<file path="src/rtl/restador_serie.sv">
// restador_serie: bit-serial N-bit subtractor (A - B, LSB first) with inicio/listo handshake
// Ports: clk, reset (async, active-high), inicio (start), A (minuend), B (subtrahend),
//        resta (registered difference mod 2^N), Bout (registered final borrow, A < B),
//        ocupado (operation in progress), listo (one-cycle result-valid pulse)
module restador_serie #(
  parameter int N = 4
) (
  input  logic         clk,
  input  logic         reset,
  input  logic         inicio,
  input  logic [N-1:0] A,
  input  logic [N-1:0] B,
  output logic [N-1:0] resta,
  output logic         Bout,
  output logic         ocupado,
  output logic         listo
);
  localparam int CW = $clog2(N);
  localparam logic [CW-1:0] LAST = CW'(N - 1);
  localparam logic [1:0] REPOSO = 2'd0, CALCULO = 2'd1, FIN = 2'd2;
  logic [1:0]    st;
  logic [N-1:0]  ra, rb, rr, nr;
  logic          bw, d, nb;
  logic [CW-1:0] cnt;
  assign d  = ra[0] ^ rb[0] ^ bw;
  assign nb = (~ra[0] & rb[0]) | (~(ra[0] ^ rb[0]) & bw);
  // nr is the result register after this bit lands, so the completion edge can publish it directly
  assign nr = {d, rr[N-1:1]};
  assign ocupado = st != REPOSO;
  assign listo   = st == FIN;
  always_ff @(posedge clk or posedge reset) begin
    if (reset) begin
      st    <= REPOSO;
      ra    <= '0;
      rb    <= '0;
      rr    <= '0;
      bw    <= 1'b0;
      cnt   <= '0;
      resta <= '0;
      Bout  <= 1'b0;
    end else if (st == REPOSO) begin
      if (inicio) begin
        ra  <= A;
        rb  <= B;
        bw  <= 1'b0;
        cnt <= '0;
        st  <= CALCULO;
      end
    end else if (st == CALCULO) begin
      ra  <= ra >> 1;
      rb  <= rb >> 1;
      rr  <= nr;
      bw  <= nb;
      cnt <= cnt + CW'(1);
      if (cnt == LAST) begin
        resta <= nr;
        Bout  <= nb;
        st    <= FIN;
      end
    end else begin
      st <= REPOSO;
    end
  end
endmodule

</file>
<file path="config.mk">
export PLATFORM = sky130hd
export DESIGN_NAME = restador_serie
export DESIGN_NICKNAME = d
export VERILOG_FILES = /design/src/rtl/restador_serie.sv
export SDC_FILE = /design/constraint.sdc
export NUM_CORES = 1
export LEC_CHECK = 0
export ABC_AREA = 1
export CAP_MARGIN = 30
export CORE_ASPECT_RATIO = 0.7
export CORE_MARGIN = 4
export CORE_UTILIZATION = 45
export DETAILED_ROUTE_END_ITERATION = 6
export GPL_TIMING_DRIVEN = 0
export PLACE_DENSITY = 0.7
export SETUP_SLACK_MARGIN = 0.5
export SYNTH_ARGS = -nofsm -noshare
export SYNTH_HDL_FRONTEND = slang
export SYNTH_SLANG_ARGS = --single-unit
</file>
<file path="constraint.sdc">
create_clock -name clk -period 1.3 [get_ports clk]
set_clock_uncertainty 0.05 [all_clocks]
set_input_delay 0.26 -clock clk [delete_from_list [all_inputs] [get_ports clk]]
set_output_delay 0.26 -clock clk [all_outputs]
set_load 0.03 [all_outputs]
</file>
== After elaboration in Yosys (flattened, before gate mapping) ==
Cells that the tools add are included.

* Register bits after elaboration: 22
* Input bits: 11
* Word-level logic and storage cells: 45

* Add/sub/neg operators: 1
* Equal/unequal tests: 5
* Mux-type cells: 16
* Bitwise operators: 8
* Reduce and logical (&&, ||, !) cells: 7

{| class="wikitable"
|+ Operators by type and width
! cell !! count
|-
| $mux 4 || 6
|-
| $mux 2 || 7
|-
| $reduce_and 2->1 || 3
|-
| $eq 2x2->1 const B || 2
|-
| $reduce_bool 2->1 || 2
|-
| $mux 1 || 3
|-
| $ne 3x2->1 const B || 1
|-
| $not 1->1 || 3
|-
| $reduce_and 3->1 || 1
|-
| $add 2x1->2 const B || 1
|-
| $and 1x1->1 || 2
|-
| $eq 2x1->1 const B || 1
|-
| $logic_not 2->1 || 1
|-
| $ne 2x2->1 const B || 1
|-
| $xor 1x1->1 || 2
|-
| $or 1x1->1 || 1
|}

== Logic depth before layout (Yosys ltp) ==
* Depth in word-level cells: 6
* Mapped depth: 5
* Mapped depth without buffers: 5

== Worst setup path after synthesis ==
OpenSTA, ideal clock, no wires.

* Kind: register -> output
* Start point: reg st[0]
* End point: out listo
* Arrival time: 1031 ps
* Path slack: -41 ps
* Cell stages (with the launch flop): 4
* Buffers on the path: 2
* Path through: dfrtp_1 > buf_6 > buf_6 > nor2_1

* Cells in the longest elaborated chain, start to end: 1

{| class="wikitable"
|+ Ends and longest elaborated chain
! what !! RTL line !! source
|-
| start, declared || 21 || <nowiki>logic [1:0] st;</nowiki>
|-
| start signal, assigned || 33 || <nowiki>st <= REPOSO;</nowiki>
|-
| start signal, assigned || 47 || <nowiki>st <= CALCULO;</nowiki>
|-
| start signal, assigned || 58 || <nowiki>st <= FIN;</nowiki>
|-
| $eq 2x2->1 || 30 || <nowiki>assign listo = st == FIN;</nowiki>
|-
| end, declared || 16 || <nowiki>output logic listo</nowiki>
|}

Every way passes these cells.

== Worst setup path after layout ==
* Start point: reg st[1]
* End point: out listo

Same word-level chain as after synthesis.

==> run_results.csv <==
group,metric,value,unit
status,status,"finished, violations left",
status,violations,"negative setup slack",
critical_path,path_delay_family,"flip-flops",
logic_synthesis,synth_adder_area_share,0.0341,
timing,setup_ws,-222,ps
critical_path,crit_chain,"inv_4 -> nor2_4 -> buf_6",
logic_synthesis,yosys_warnings,0,
critical_path,cp.required,990,ps
power_and_ir_drop,leakage,0.724,nW
critical_path,r2r_setup_slack,-180,ps
layout,multiInputGateArea,519,µm²
routing,firstDrtPassIters,4,
cts,path_clk_slew,120,ps
routing,drtAntennaViolNets,0,
timing,slew_headroom,0.687,
flow_run,maxCapViolCount,0,
power_and_ir_drop,p_per_area,2590,nW/µm²
floorplan,dieWidth,63.1,µm
layout,drive_above_1_share,0.459,
timing,setup_viol,20,
layout,layout.cells.non_filler,168,
grt,grt_pass1_vias,773,
placed_design,numPortBuffers,17,
grt,grt_pass1_wl,3900,µm
layout,diodes,0,
timing,rsz0062_at_grt,"true",
critical_path,start_kind,"register",
logic_synthesis,synth-simple-area-share,0.229,
timing,slew_violations,0,
logic_synthesis,syn-cell-area,955,µm²
placed_design,place_area,1200,µm²
cts,clk_latency,320,ps
layout,nNetsFinal,160,
logic_synthesis,synthXorXnorAreaFrac,0,
critical_path,slowest_stage,"dfrtp_2",
critical_path,cp.buffers_inverters,2,
cts,numCtsBuffers,3,
floorplan,ios,18,
routing,drt_iter0_drc,29,
critical_path,critPathCaptureType,"output pin",
hold_path,hold_class,"input port to asynchronous set/reset pin",
power_and_ir_drop,totalPowerFinal,0.00403,W
logic_synthesis,synth_area_leader_cell,"dfrtp_1",
logic_synthesis,synth-seq-cells,21,
logic_synthesis,syn_inst,106,
logic_synthesis,synth_compound_area_frac,0.104,
layout,stdcell_area,1550,µm²
layout,areaGrowthSynthToFinish,62.5,%
timing,worstMarginPinSlew,469,ps
grt,grt_max_degree,22,
routing,via_per_inst,5.31,
timing,period_share,1.17,
grt,grt_antenna_before_repair,0,
floorplan,dieArea,2930,µm²
critical_path,cp_max_fo,8,
layout,fill_cells,116,
logic_synthesis,synth_top_family_by_area,"simple AND/OR/NAND/NOR gates",
routing,vias,892,
cts,h-tree-depth,1,
logic_synthesis,muxShareOfSynthArea,0,
routing,finalWirelength,2580,µm
critical_path,crit_arrival,1210,ps
logic_synthesis,synth.top_cell.area_share,0.550,
floorplan,die_h,46.5,µm
timing,hold_violations,0,
logic_synthesis,synth_nets,119,
floorplan,core,1940,µm²
grt,groute.usage.overall,0.180,
placed_design,dp_cells,145,
floorplan,rows,13,
layout,register_area,527,µm²
placed_design,dp_hpwl,1290,µm
timing,fmax,0.657,GHz
critical_path,slowest_delay,490,ps
logic_synthesis,avgSynthCellArea,9.01,µm²
logic_synthesis,yosysSeqAreaShare,0.550,
placed_design,place.gp.congestion,0.752,
logic_synthesis,synth.distinct_cells,17,
routing,route.detailed.drc,0,
cts,clockBufferDepth,2,
power_and_ir_drop,ir_drop,1.41,mV
cts,cts_root_buffer,"clkbuf_4",
routing,post_drt_wl_per_cell,15.3,µm
timing,period_minus_slack,1520,ps
cts,cts_hold_buf,0,
critical_path,critPathKind,"register to output pin",
logic_synthesis,synth_area_leaders,"dfrtp_1 (55%), nand2_1 (11%), o21ai_0 (7.9%), inv_1 (5.5%), nand3_1 (4.7%)",
cts,cts_sinks,21,
floorplan,start_util,0.493,
grt,overflow,0,
cts,cts_tree,"done",
[per-layer routing]
layer,part of all wire,track usage,wire (µm),vias to the layer above
li1,-,-,-,424
met1,0.46,0.245,1190,428
met2,0.46,0.277,1190,36
met3,0.064,0.0585,165,4
met4,0.011,0.0526,29,0
met5,0,0,0,-
[cell usage in the layout (no fill, tap or decap), drive strengths merged]
master and count:
ha 1, or2 6, clkbuf 4, inv 14, nor2 2, nand3 11, fa 1, buf 26
clkdlybuf4s50 10, o21ai 19, clkinvlp 1, nand2 29, dfrtp 21, a21oi 1
[cells by family (layout without fill, tap and decap cells)]
| logic type | Yosys count | after routing |
|---|---|---|
| simple gates | 47 | 48 |
| flops | 21 | 21 |
| compound gates | 19 | 20 |
| buf+inv | 17 | 55 |
| fa+ha+maj | 2 | 2 |
[Yosys cell counts]
cell type  count
nand2_1       27
dfrtp_1       21
o21ai_0       15
inv_1         14
nand3_1        9
or2_2          6
buf_6          2
nor2_1         2
o21ai_1        2
a21oi_1        1
fa_1           1
ha_1           1
inv_2          1
nand2_2        1
nand2_4        1
nand3_2        1
o21ai_2        1
[worst reg2reg max path: stages (launching register included)]
cell	delay [ps]
dfrtp_1	360
buf_6	110
buf_8	120
nor2_4	40
buf_4	130
buf_4	120
buf_4	120
buf_4	120
buf_6	110
nand3_2	50
o21ai_1	70
[stage by stage]
stage / hold WS, ps / utilization / setup WS (ps) / TNS, ps
floorplan: 186 / - / 147 / 0
global placement: 407 / 0.618 / -425 / -2720
detailed placement: 416 / 0.618 / -430 / -3880
CTS: 262 / 0.719 / -212 / -581
global route: 280 / 0.802 / -280 / -2880
finish: 244 / 0.802 / -222 / -1910
[flip-flops by register name, indices dropped and copies added, names as in the netlist]
register  flops
Bout          1
bw            1
cnt           2
ra            4
rb            4
resta         4
rr            3
st            2
[worst paths after layout]
kind / startpoint / to / cells past startpoint
min in group clk: ra[1]$_DFFE_PP0P_ / ra[1]$_DFFE_PP0P_ / 2
worst max register to register: st[0]$_DFFE_PP0P_ / rb[3]$_DFFE_PP0P_ / 10
worst min register to register: ra[1]$_DFFE_PP0P_ / ra[1]$_DFFE_PP0P_ / 2
max in group asynchronous: reset / st[1]$_DFFE_PP0P_ / 2
worst max-delay path: st[1]$_DFFE_PP0P_ / listo / 3
worst min-delay path: reset / resta[0]$_DFFE_PP0P_ / 2
[power breakdown]
group / leakage, nW / switching [W] / total (W) / internal [W]
registers: 0.262 / 0.000197 / 0.00115 / 0.000949
logic: 0.447 / 0.00131 / 0.00255 / 0.00124
clock network: 0.0150 / 0.000204 / 0.000324 / 0.000120
[final cells by class]
| type | count | area share |
|---|---|---|
| Buffer | 2 | 0.0169 |
| Clock buffer | 4 | 0.0169 |
| Inverter | 15 | 0.0403 |
| Multi-Input combinational cell | 70 | 0.335 |
| Sequential cell | 21 | 0.340 |
| Tap cell | 22 | 0.0177 |
| Timing Repair Buffer | 34 | 0.234 |
[timing repair]
item,CTS,global route
pin swaps,10,17
hold endpoints to repair,0,0
setup endpoints to repair,49,28
resized for setup,64,25
setup buffers,8,8
cloned,3,0
Note: power is estimated with default switching activity, not from simulation.
